File: src/rtl/awmc_pkg.sv
// Shared types for the washing machine controller: stage encodings, mode codes
// and the mode-to-wash-length mapping.
// Latency: n/a (package). Backpressure: n/a.
package awmc_pkg;

  // Stage encodings are visible on the stage output, so the values are fixed.
  typedef enum logic [2:0] {
    ST_IDLE  = 3'd0,
    ST_FILL  = 3'd1,
    ST_WASH  = 3'd2,
    ST_RINSE = 3'd3,
    ST_DRAIN = 3'd4,
    ST_SPIN  = 3'd5,
    ST_DONE  = 3'd6,
    ST_FAULT = 3'd7
  } state_e;

  localparam logic [1:0] MODE_QUICK  = 2'd0;
  localparam logic [1:0] MODE_NORMAL = 2'd1;
  localparam logic [1:0] MODE_HEAVY  = 2'd2;

  // Wash length in cycles for a mode; mode 3 falls back to normal.
  function automatic int unsigned wash_len(input logic [1:0] mode,
                                           input int unsigned wash_ticks);
    case (mode)
      MODE_QUICK: return wash_ticks >> 1;
      MODE_HEAVY: return wash_ticks << 1;
      default:    return wash_ticks;
    endcase
  endfunction

endpackage

File: src/rtl/awmc_timer.sv
// Loadable stage down-counter; load wins over decrement, count stops at zero.
// Latency: load/decrement visible one cycle after the edge; zero_o is combinational from the count.
// Backpressure: en_i low freezes the count (used for pause / lid-open hold).
//   clk, rst_n_i        : clock, async active-low reset (count clears to 0)
//   load_i, load_val_i  : load a new count on the next edge
//   en_i                : decrement enable
//   zero_o              : count is zero
module awmc_timer #(
  parameter int unsigned CNT_W = 8
) (
  input  logic             clk,
  input  logic             rst_n_i,
  input  logic             load_i,
  input  logic [CNT_W-1:0] load_val_i,
  input  logic             en_i,
  output logic             zero_o
);

  logic [CNT_W-1:0] cnt_q;
  logic [CNT_W-1:0] cnt_d;

  always_comb begin
    cnt_d = cnt_q;
    if (load_i) begin
      cnt_d = load_val_i;
    end else if (en_i && (cnt_q != '0)) begin
      cnt_d = cnt_q - CNT_W'(1);
    end
  end

  always_ff @(posedge clk or negedge rst_n_i) begin
    if (!rst_n_i) begin
      cnt_q <= '0;
    end else begin
      cnt_q <= cnt_d;
    end
  end

  assign zero_o = (cnt_q == '0);

endmodule

File: src/rtl/awmc_prog.sv
// Mode-programmable washing machine controller: fill, wash, N rinse rounds, drain, spin.
// Latency: every output is registered and changes on the edge that enters the state it describes.
// Backpressure: pause=1 or lid=0 holds the active stage in place with actuators off.
//   clk, reset          : clock, async active-low reset
//   start, pause, lid   : front panel (start level-sampled, lid 1 = closed)
//   level_full          : water level sensor
//   mode, rinse_cnt     : program selection, latched at start
//   stage               : current state encoding
//   done, fault         : cycle complete / sticky fill-timeout fault
//   input_valve, output_drain, motor, spin : actuator drives
module awmc_prog
  import awmc_pkg::*;
#(
  parameter int unsigned CNT_W        = 8,
  parameter int unsigned WASH_TICKS   = 20,
  parameter int unsigned RINSE_TICKS  = 10,
  parameter int unsigned DRAIN_TICKS  = 6,
  parameter int unsigned SPIN_TICKS   = 12,
  parameter int unsigned FILL_TIMEOUT = 30,
  parameter int unsigned MAX_RINSE    = 3
) (
  input  logic       clk,
  input  logic       reset,
  input  logic       start,
  input  logic       pause,
  input  logic       lid,
  input  logic       level_full,
  input  logic [1:0] mode,
  input  logic [1:0] rinse_cnt,
  output logic [2:0] stage,
  output logic       done,
  output logic       input_valve,
  output logic       output_drain,
  output logic       motor,
  output logic       spin,
  output logic       fault
);

  localparam longint unsigned CNT_LIMIT = 64'd1 << CNT_W;

  // Reject durations that cannot be represented or that scale to zero.
  if ((WASH_TICKS * 2) >= CNT_LIMIT || FILL_TIMEOUT >= CNT_LIMIT ||
      RINSE_TICKS >= CNT_LIMIT || DRAIN_TICKS >= CNT_LIMIT ||
      SPIN_TICKS >= CNT_LIMIT) begin : g_bad_width
    $error("awmc_prog: a duration does not fit in CNT_W bits");
  end
  if ((WASH_TICKS >> 1) < 1 || FILL_TIMEOUT < 1 || RINSE_TICKS < 1 ||
      DRAIN_TICKS < 1 || SPIN_TICKS < 1) begin : g_bad_min
    $error("awmc_prog: every duration must be at least one cycle");
  end
  if (MAX_RINSE > 3) begin : g_bad_rinse
    $error("awmc_prog: MAX_RINSE must fit the 2-bit rinse counter");
  end

  // Timer reload values are duration-1 so a stage lasts exactly duration cycles.
  localparam logic [CNT_W-1:0] FILL_LD   = CNT_W'(FILL_TIMEOUT - 1);
  localparam logic [CNT_W-1:0] RINSE_LD  = CNT_W'(RINSE_TICKS - 1);
  localparam logic [CNT_W-1:0] DRAIN_LD  = CNT_W'(DRAIN_TICKS - 1);
  localparam logic [CNT_W-1:0] SPIN_LD   = CNT_W'(SPIN_TICKS - 1);
  localparam logic [CNT_W-1:0] WASH_Q_LD = CNT_W'(wash_len(MODE_QUICK, WASH_TICKS) - 1);
  localparam logic [CNT_W-1:0] WASH_N_LD = CNT_W'(wash_len(MODE_NORMAL, WASH_TICKS) - 1);
  localparam logic [CNT_W-1:0] WASH_H_LD = CNT_W'(wash_len(MODE_HEAVY, WASH_TICKS) - 1);
  localparam logic [1:0]       MAX_R     = 2'(MAX_RINSE);

  state_e           state_q, state_d;
  logic [1:0]       mode_q, mode_d;
  logic [1:0]       rinses_q, rinses_d;
  logic             phase_q, phase_d;   // 0 = wash fill, 1 = rinse fill
  logic             valve_q, drain_q, motor_q, spin_q, done_q, fault_q;
  logic             valve_d, drain_d, motor_d, spin_d, done_d, fault_d;

  logic             active;
  logic             hold_req;
  logic             hold;
  logic             tmr_load;
  logic [CNT_W-1:0] tmr_val;
  logic             tmr_zero;

  assign active   = (state_q == ST_FILL) || (state_q == ST_WASH) ||
                    (state_q == ST_RINSE) || (state_q == ST_DRAIN) ||
                    (state_q == ST_SPIN);
  assign hold_req = pause | ~lid;
  assign hold     = active & hold_req;

  always_comb begin
    state_d  = state_q;
    mode_d   = mode_q;
    rinses_d = rinses_q;
    phase_d  = phase_q;
    unique case (state_q)
      ST_IDLE: begin
        if (start && lid) begin
          state_d  = ST_FILL;
          mode_d   = mode;
          rinses_d = (rinse_cnt > MAX_R) ? MAX_R : rinse_cnt;
          phase_d  = 1'b0;
        end
      end
      ST_FILL: begin
        // A full drum wins over a timeout on the same edge.
        if (!hold) begin
          if (level_full) begin
            state_d = phase_q ? ST_RINSE : ST_WASH;
          end else if (tmr_zero) begin
            state_d = ST_FAULT;
          end
        end
      end
      ST_WASH, ST_RINSE: begin
        if (!hold && tmr_zero) state_d = ST_DRAIN;
      end
      ST_DRAIN: begin
        if (!hold && tmr_zero) begin
          if (rinses_q != 2'd0) begin
            rinses_d = rinses_q - 2'd1;
            phase_d  = 1'b1;
            state_d  = ST_FILL;
          end else begin
            state_d = ST_SPIN;
          end
        end
      end
      ST_SPIN: begin
        if (!hold && tmr_zero) state_d = ST_DONE;
      end
      ST_DONE: begin
        if (!start) state_d = ST_IDLE;
      end
      ST_FAULT: begin
        state_d = ST_FAULT;
      end
      default: state_d = ST_IDLE;
    endcase
  end

  // Reload the timer on every state entry with the new stage's length.
  always_comb begin
    tmr_load = (state_d != state_q);
    tmr_val  = '0;
    case (state_d)
      ST_FILL:  tmr_val = FILL_LD;
      ST_WASH: begin
        case (mode_d)
          MODE_QUICK: tmr_val = WASH_Q_LD;
          MODE_HEAVY: tmr_val = WASH_H_LD;
          default:    tmr_val = WASH_N_LD;
        endcase
      end
      ST_RINSE: tmr_val = RINSE_LD;
      ST_DRAIN: tmr_val = DRAIN_LD;
      ST_SPIN:  tmr_val = SPIN_LD;
      default:  tmr_val = '0;
    endcase
  end

  // Actuators follow the next state but are gated by the hold inputs sampled now.
  always_comb begin
    valve_d = (state_d == ST_FILL) && !hold_req;
    motor_d = ((state_d == ST_WASH) || (state_d == ST_RINSE)) && !hold_req;
    drain_d = ((state_d == ST_DRAIN) || (state_d == ST_SPIN)) && !hold_req;
    spin_d  = (state_d == ST_SPIN) && !hold_req;
    done_d  = (state_d == ST_DONE);
    fault_d = (state_d == ST_FAULT);
  end

  awmc_timer #(.CNT_W(CNT_W)) u_timer (
    .clk        (clk),
    .rst_n_i    (reset),
    .load_i     (tmr_load),
    .load_val_i (tmr_val),
    .en_i       (!hold),
    .zero_o     (tmr_zero)
  );

  always_ff @(posedge clk or negedge reset) begin
    if (!reset) begin
      state_q  <= ST_IDLE;
      mode_q   <= MODE_QUICK;
      rinses_q <= 2'd0;
      phase_q  <= 1'b0;
      valve_q  <= 1'b0;
      drain_q  <= 1'b0;
      motor_q  <= 1'b0;
      spin_q   <= 1'b0;
      done_q   <= 1'b0;
      fault_q  <= 1'b0;
    end else begin
      state_q  <= state_d;
      mode_q   <= mode_d;
      rinses_q <= rinses_d;
      phase_q  <= phase_d;
      valve_q  <= valve_d;
      drain_q  <= drain_d;
      motor_q  <= motor_d;
      spin_q   <= spin_d;
      done_q   <= done_d;
      fault_q  <= fault_d;
    end
  end

  assign stage        = state_q;
  assign done         = done_q;
  assign input_valve  = valve_q;
  assign output_drain = drain_q;
  assign motor        = motor_q;
  assign spin         = spin_q;
  assign fault        = fault_q;

endmodule

File: config.mk
export PLATFORM = sky130hd
export DESIGN_NAME = awmc_prog
export DESIGN_NICKNAME = d
export VERILOG_FILES = /design/src/rtl/awmc_pkg.sv /design/src/rtl/awmc_timer.sv /design/src/rtl/awmc_prog.sv
export SDC_FILE = /design/constraint.sdc
export NUM_CORES = 1
export LEC_CHECK = 0
export ABC_AREA = 1
export CAP_MARGIN = 20
export CORE_ASPECT_RATIO = 0.5
export CORE_MARGIN = 3
export CORE_UTILIZATION = 45
export CTS_BUF_LIST = sky130_fd_sc_hd__clkbuf_4 sky130_fd_sc_hd__clkbuf_8
export DETAILED_ROUTE_END_ITERATION = 10
export PLACE_DENSITY = 0.71
export SYNTH_ARGS = -nofsm -noshare
export SYNTH_HDL_FRONTEND = slang
export SYNTH_SLANG_ARGS = --single-unit
export TNS_END_PERCENT = 1
File: constraint.sdc
create_clock -name clk -period 2 [get_ports clk]
set_input_delay 0.4 -clock clk [delete_from_list [all_inputs] [get_ports clk]]
set_output_delay 0.4 -clock clk [all_outputs]
set_load 0.05 [all_outputs]
# Word level (Yosys, flattened, before mapping)
# Cells that the tools add are included.
# totals
inputBits	10
out_inout_bits	9
word_cells	86
regBits	22
# classes
eq_ne	19
n_mux	26
addsub	2
magnitude_cmp	1
bitwise	3
reduce_logical	24
# ops
op	count
6-bit case mux with 5 select lines	1
3-bit 2-to-1 mux	9
3-bit equality test, second input constant	8
3-bit case mux with 7 select lines	1
8-bit 2-to-1 mux	2
3-bit by 2-bit equality test with 1-bit output, second input constant	4
2-bit 2-to-1 mux	6
6-bit case mux with 2 select lines	1
8-bit logical NOT	1
8-bit nonzero test	1
8-bit by 1-bit subtractor with 8-bit output, second input constant	1
1-bit logical AND	7
3-bit by 1-bit equality test with 1-bit output, second input constant	2
1-bit logical OR	6
2-bit nonzero test	3
1-bit 2-to-1 mux	4
2-bit by 1-bit inequality test with 1-bit output, second input constant	2
2-bit case mux with 2 select lines	1
4-bit AND reduction	1
3-bit logical NOT	1
3-bit inequality test	1
2-bit equality test, second input constant	1
2-bit > comparator, second input constant	1
1-bit logical NOT	2
8 further kinds	8

# Logic depth before layout (Yosys ltp)
# depth
ltp_word	13
mapped_depth	17
ltp_nobuf	17

# Cells and area by module
# A second synthesis with hierarchy kept.
# hier_totals
cells_unflattened	227
hier_area_um2	1591.5
# modules_own_cells
module	cells_each	instances	area_each_um2	seq_area_each_um2
awmc_prog	134	1	994.7	350.3
awmc_timer	93	1	596.8	200.2

# Least setup slack after synthesis
# OpenSTA, ideal clock, no wires.
# synth_timing
path_kind	register -> register
from	register state_q[2], in the netlist stage[2]
to	register u_timer.cnt_q[1]
n_path_buf	0
setup_slack_ns	-0.215
path_stages_with_launch	16
arrival_time_ns	2.098
period_less_slack_ns	2.215
required_ns	1.883
cell_sequence	dfrtp_1 inv_2 nand2_4 nand3_4 nand2_4 nand3_2 nand2_2 nor2_8 nand2_2 nand2_2 nor2_8 nand2_8 inv_2 o21ai_1 nand2_1 nand2_1
# synth_between
elab_chain_len	13
word_cells_on_any_way	39
cone_classes	14 x eq/ne; 13 x mux; 1 x bitwise; 11 x reduce/logical
# synth_lines
element	line	source
start, declared	awmc_prog.sv:65	state_e state_q, state_d;
start signal, assigned	awmc_prog.sv:188	state_q <= state_d;
3-bit by 1-bit equality test with 1-bit output or 3-bit by 2-bit equality test with 1-bit output (tied branches)	awmc_prog.sv:79, awmc_prog.sv:90	
1-bit logical OR (2 in a row)	awmc_prog.sv:79	assign active = (state_q == ST_FILL) || (state_q == ST_WASH) ||
1-bit logical OR (2 in a row)	awmc_prog.sv:80	(state_q == ST_RINSE) || (state_q == ST_DRAIN) ||
1-bit AND	awmc_prog.sv:83	assign hold = active & hold_req;
1-bit logical NOT	n/a	
1-bit logical AND	awmc_prog.sv:110, awmc_prog.sv:113, awmc_prog.sv:124	
3-bit 2-to-1 mux, on equally long branches	awmc_prog.sv:124, awmc_prog.sv:110, awmc_prog.sv:113	
3-bit case mux with 7 select lines	awmc_prog.sv:90	unique case (state_q)
3-bit equality test, or another cell as far along	awmc_prog.sv:140	case (state_d)
6-bit case mux with 5 select lines	awmc_prog.sv:140	
8-bit 2-to-1 mux	awmc_timer.sv:24	if (load_i) begin
end signal, assigned	awmc_timer.sv:35	cnt_q <= cnt_d;
end, declared	awmc_timer.sv:19	logic [CNT_W-1:0] cnt_q;
# Several ways; a longest one is shown, not always the timed one.
# A chain may end at the register's enable or synchronous reset.

# Worst setup path after layout
# layout_timing
from	input port pause
to	register u_timer.cnt_q[2]
# layout_between
elab_chain_len	9
word_cells_on_any_way	19
cone_classes	6 x eq/ne; 7 x mux; 2 x bitwise; 4 x reduce/logical
# layout_lines
element	line	source
start, declared	awmc_prog.sv:25	input logic pause,
1-bit bitwise OR (*)	awmc_prog.sv:82	assign hold_req = pause | ~lid;
1-bit AND (*)	awmc_prog.sv:83	
1-bit logical NOT	awmc_prog.sv:110, awmc_prog.sv:113, awmc_prog.sv:124	
1-bit logical AND	awmc_prog.sv:110, awmc_prog.sv:113, awmc_prog.sv:124	
3-bit 2-to-1 mux, on equally long branches	awmc_prog.sv:124, awmc_prog.sv:110, awmc_prog.sv:113	
3-bit case mux with 7 select lines (*)	awmc_prog.sv:90	
named net state_d[1]	awmc_prog.sv:65	
3-bit equality test, or another cell as far along	awmc_prog.sv:140	
6-bit case mux with 5 select lines	awmc_prog.sv:140	
8-bit 2-to-1 mux	awmc_timer.sv:24	
# Mark *: on every way through the listed nets, which the timed path passes. The rest lies on a longest branch.

==> flow_summary.yaml <==
placed_design:
  hpwl_um: 2860
  gp_congestion: 0.928
  place.port_buffers: 18
  pre_cts_ws_ns: -0.299
  dpl-instance-area_mm2: 0.00195
  dp.cells: 280
synth:
  yosys.area_share.xor_xnor_pct: 3.55
  yosys_warnings: 0
  netlist_instances: 191
  synth_mux_area_share_pct: 0.760
  syn_nets: 204
  synthTopCellsByArea: "dfrtp_1, nand2_1, nor2_1"
  synthArstFlopShare_pct: 100
  synth.top_cell.area_share_pct: 37.2
  synth_common_cells: "nand2_1, nor2_1, dfrtp_1"
  synthSimpleGateAreaFrac_pct: 42.3
  synth.cell_area_mm2: 0.00148
  synthAdderAreaFrac_pct: 2.53
  ys_seq_elements: 22
  synth_top_area_cell: "dfrtp_1"
  yosysSeqAreaShare_pct: 37.2
  synth_compound_gate_area_share_pct: 8.11
  synth_top_family_by_area: "simple AND/OR/NAND/NOR gates"
  yosysUniqueCellTypes: 30
  synth_most_common_cell: "nand2_1"
  syn_avg_cell_area_um2: 7.76
  synth_flop_cell: "dfrtp_1"
  synth_edf_count: 0
worst_setup_path:
  crit_start: "pause"
  cp.arrival_ns: 2.27
  reg2reg_slack_ns: -0.08
  path_class: "in2reg"
  endpoint: "u_timer.cnt_q[2]"
  cp_max_fo: 8
  r2r-start: "u_timer.cnt_q[1]"
  cp-start-kind: "input port"
  timing.critical_path.required_ns: 2.17
  ff2ff_path_depth: 14
  rr_endpoint: "u_timer.cnt_q[2]"
  endpoint_kind: "flip-flop"
cts:
  cts.clk_slew.worst_paths_ns: 0.09
  clockBufferDepth: 2
  clk_latency_ns: 0.28
  cts.htree.levels: 1
  cts_sinks: 22
  cts-root-buf: "clkbuf_8"
  cts_tree: "built"
  cts_buffers: 3
floorplan:
  start_util_pct: 48.3
  rows: 14
  dieArea_mm2: 0.00406
  ios: 19
  die_width_um: 87.1
  fp.dieH_um: 46.6
  core_area_mm2: 0.00307
global_route:
  grt_max_degree: 23
  grt_pass1_wl_um: 7160
  grt_overflow: 0
  antenna_found_initial: 0
  grt_util_all_layers_pct: 23.9
  grt_pass1_vias: 1501
finish:
  stdcell_area_mm2: 0.00232
  num-nets-final: 272
  antenna_cells: 0
  drive_gt1_share_pct: 43.4
  area_delta_synth_final_pct: 56.3
  stdcell_count: 298
sta:
  rsz0062_at_grt: "true"
  drv_slew: 0
  max_freq_ghz: 0.477
  finalCritPeriodShare_pct: 105
  fin_ws_ns: -0.0964
  tightest_slew_ns: 0.499
  relSlewSlack_pct: 66.6
  setup_violations: 9
  period_minus_slack_ns: 2.10
  finalHoldWorstSlack_ns: 0.482
  hold_viol: 0
  finClkSkew_ns: 0.0137
routing:
  drc: 0
  vias_per_cell: 5.27
  first_pass_iters: 4
  vias: 1570
  drt_iter0_markers: 63
  route.antenna.remaining_nets: 0
  wl_per_cell_um: 15.5
  routed_wl_um: 4610
status:
  outcome: "complete, but fails checks"
  violations: "negative setup slack"
run:
  drv_cap: 0
hold_path:
  min_path_type: "in2async"
[through the flow]
stage	TNS, ns	util [%]
3_5_place_dp	-2.84	63.5
6_report	-0.399	75.6
3_3_place_gp	-2.29	63.5
4_1_cts	-0.0697	70.0
5_1_grt	-1.56	75.6
2_1_floorplan	0	-
[layer usage]
metal / GRT usage [%] / vias up / part of all wire (%)
li1: - / 760 / -
met1: 27.9 / 751 / 42
met2: 43.1 / 46 / 50
met3: 6.79 / 13 / 5.5
met4: 8.56 / 0 / 2.1
met5: 0 / - / 0
[worst min-delay path by stage]
stage	cells past startpoint	end	startpoint
2_1_floorplan	0	done	reset
3_3_place_gp	2	rinses_q[1]	rinses_q[1]
3_5_place_dp	2	rinses_q[1]	rinses_q[1]
4_1_cts	2	input_valve	reset
5_1_grt	2	input_valve	reset
6_report	2	mode_q[1]	reset
[cell families (layout without fill, tap and decap cells)]
group | Yosys count | after routing
AO/OA/AOI/OAI | 20 | 20
XOR/XNOR | 6 | 6
flip-flops | 22 | 22
buffers and inverters | 22 | 88
adder cells (fa/ha/maj) | 3 | 3
multiplexers | 1 | 1
AND/OR/NAND/NOR | 117 | 118
[sequential cells by signal, summed over array words and instances (netlist names)]
register / flops
done: 1
fault: 1
input_valve: 1
mode_q: 2
motor: 1
output_drain: 1
phase_q: 1
rinses_q: 2
spin: 1
stage: 3
u_timer.cnt_q: 8
[timing repair]
action                     4_1_cts  5_1_grt
cloned                           1        0
hold buffers                     0        0
gates resized for setup         17       30
setup endpoints to repair       10       11
setup buffers                    8        6
pin swaps                       16       21
[final cells by class]
type	count	area, um2
Clock inverter	1	30.0
Multi-Input combinational cell	148	1030
Tap cell	40	50.0
Inverter	22	87.6
Timing Repair Buffer	62	519
Fill cell	206	749
Sequential cell	22	554
Clock buffer	3	41.3
[cell usage in the layout (no fill, tap or decap), types with 2 or more instances in the layout]
cell type / instances
buf_4: 45
nand2_1: 35
dfrtp_1: 19
inv_1: 17
nor2_1: 17
clkdlybuf4s50_1: 15
nand3_1: 12
nor2_2: 11
nand2_4: 9
nand2_2: 7
o21ai_0: 7
nor2_4: 5
nand3_2: 5
nand4_1: 4
xor2_1: 4
o211ai_1: 4
inv_2: 3
nand3_4: 3
clkbuf_8: 3
dfrtp_2: 3
inv_4: 2
nand2_8: 2
o21ai_2: 2
nor2_8: 2
nor3_1: 2
o21ai_1: 2
xnor2_1: 2
a21oi_2: 2
ha_1: 2
[worst max-delay path, cell delays in order]
cell	delay, ns
clkdlybuf4s50_1	0.45
inv_1	0.05
nand2_2	0.09
nand3_4	0.18
nand2_2	0.16
nand2_4	0.07
nand2_4	0.07
nand4_2	0.11
nand2_2	0.10
nand2_4	0.06
nor2_8	0.19
nand3_4	0.15
nor2_2	0.14
a21oi_2	0.04
Power is not shown: default switching activity piles up to over one toggle a cycle in this logic, so the estimate is an artifact.
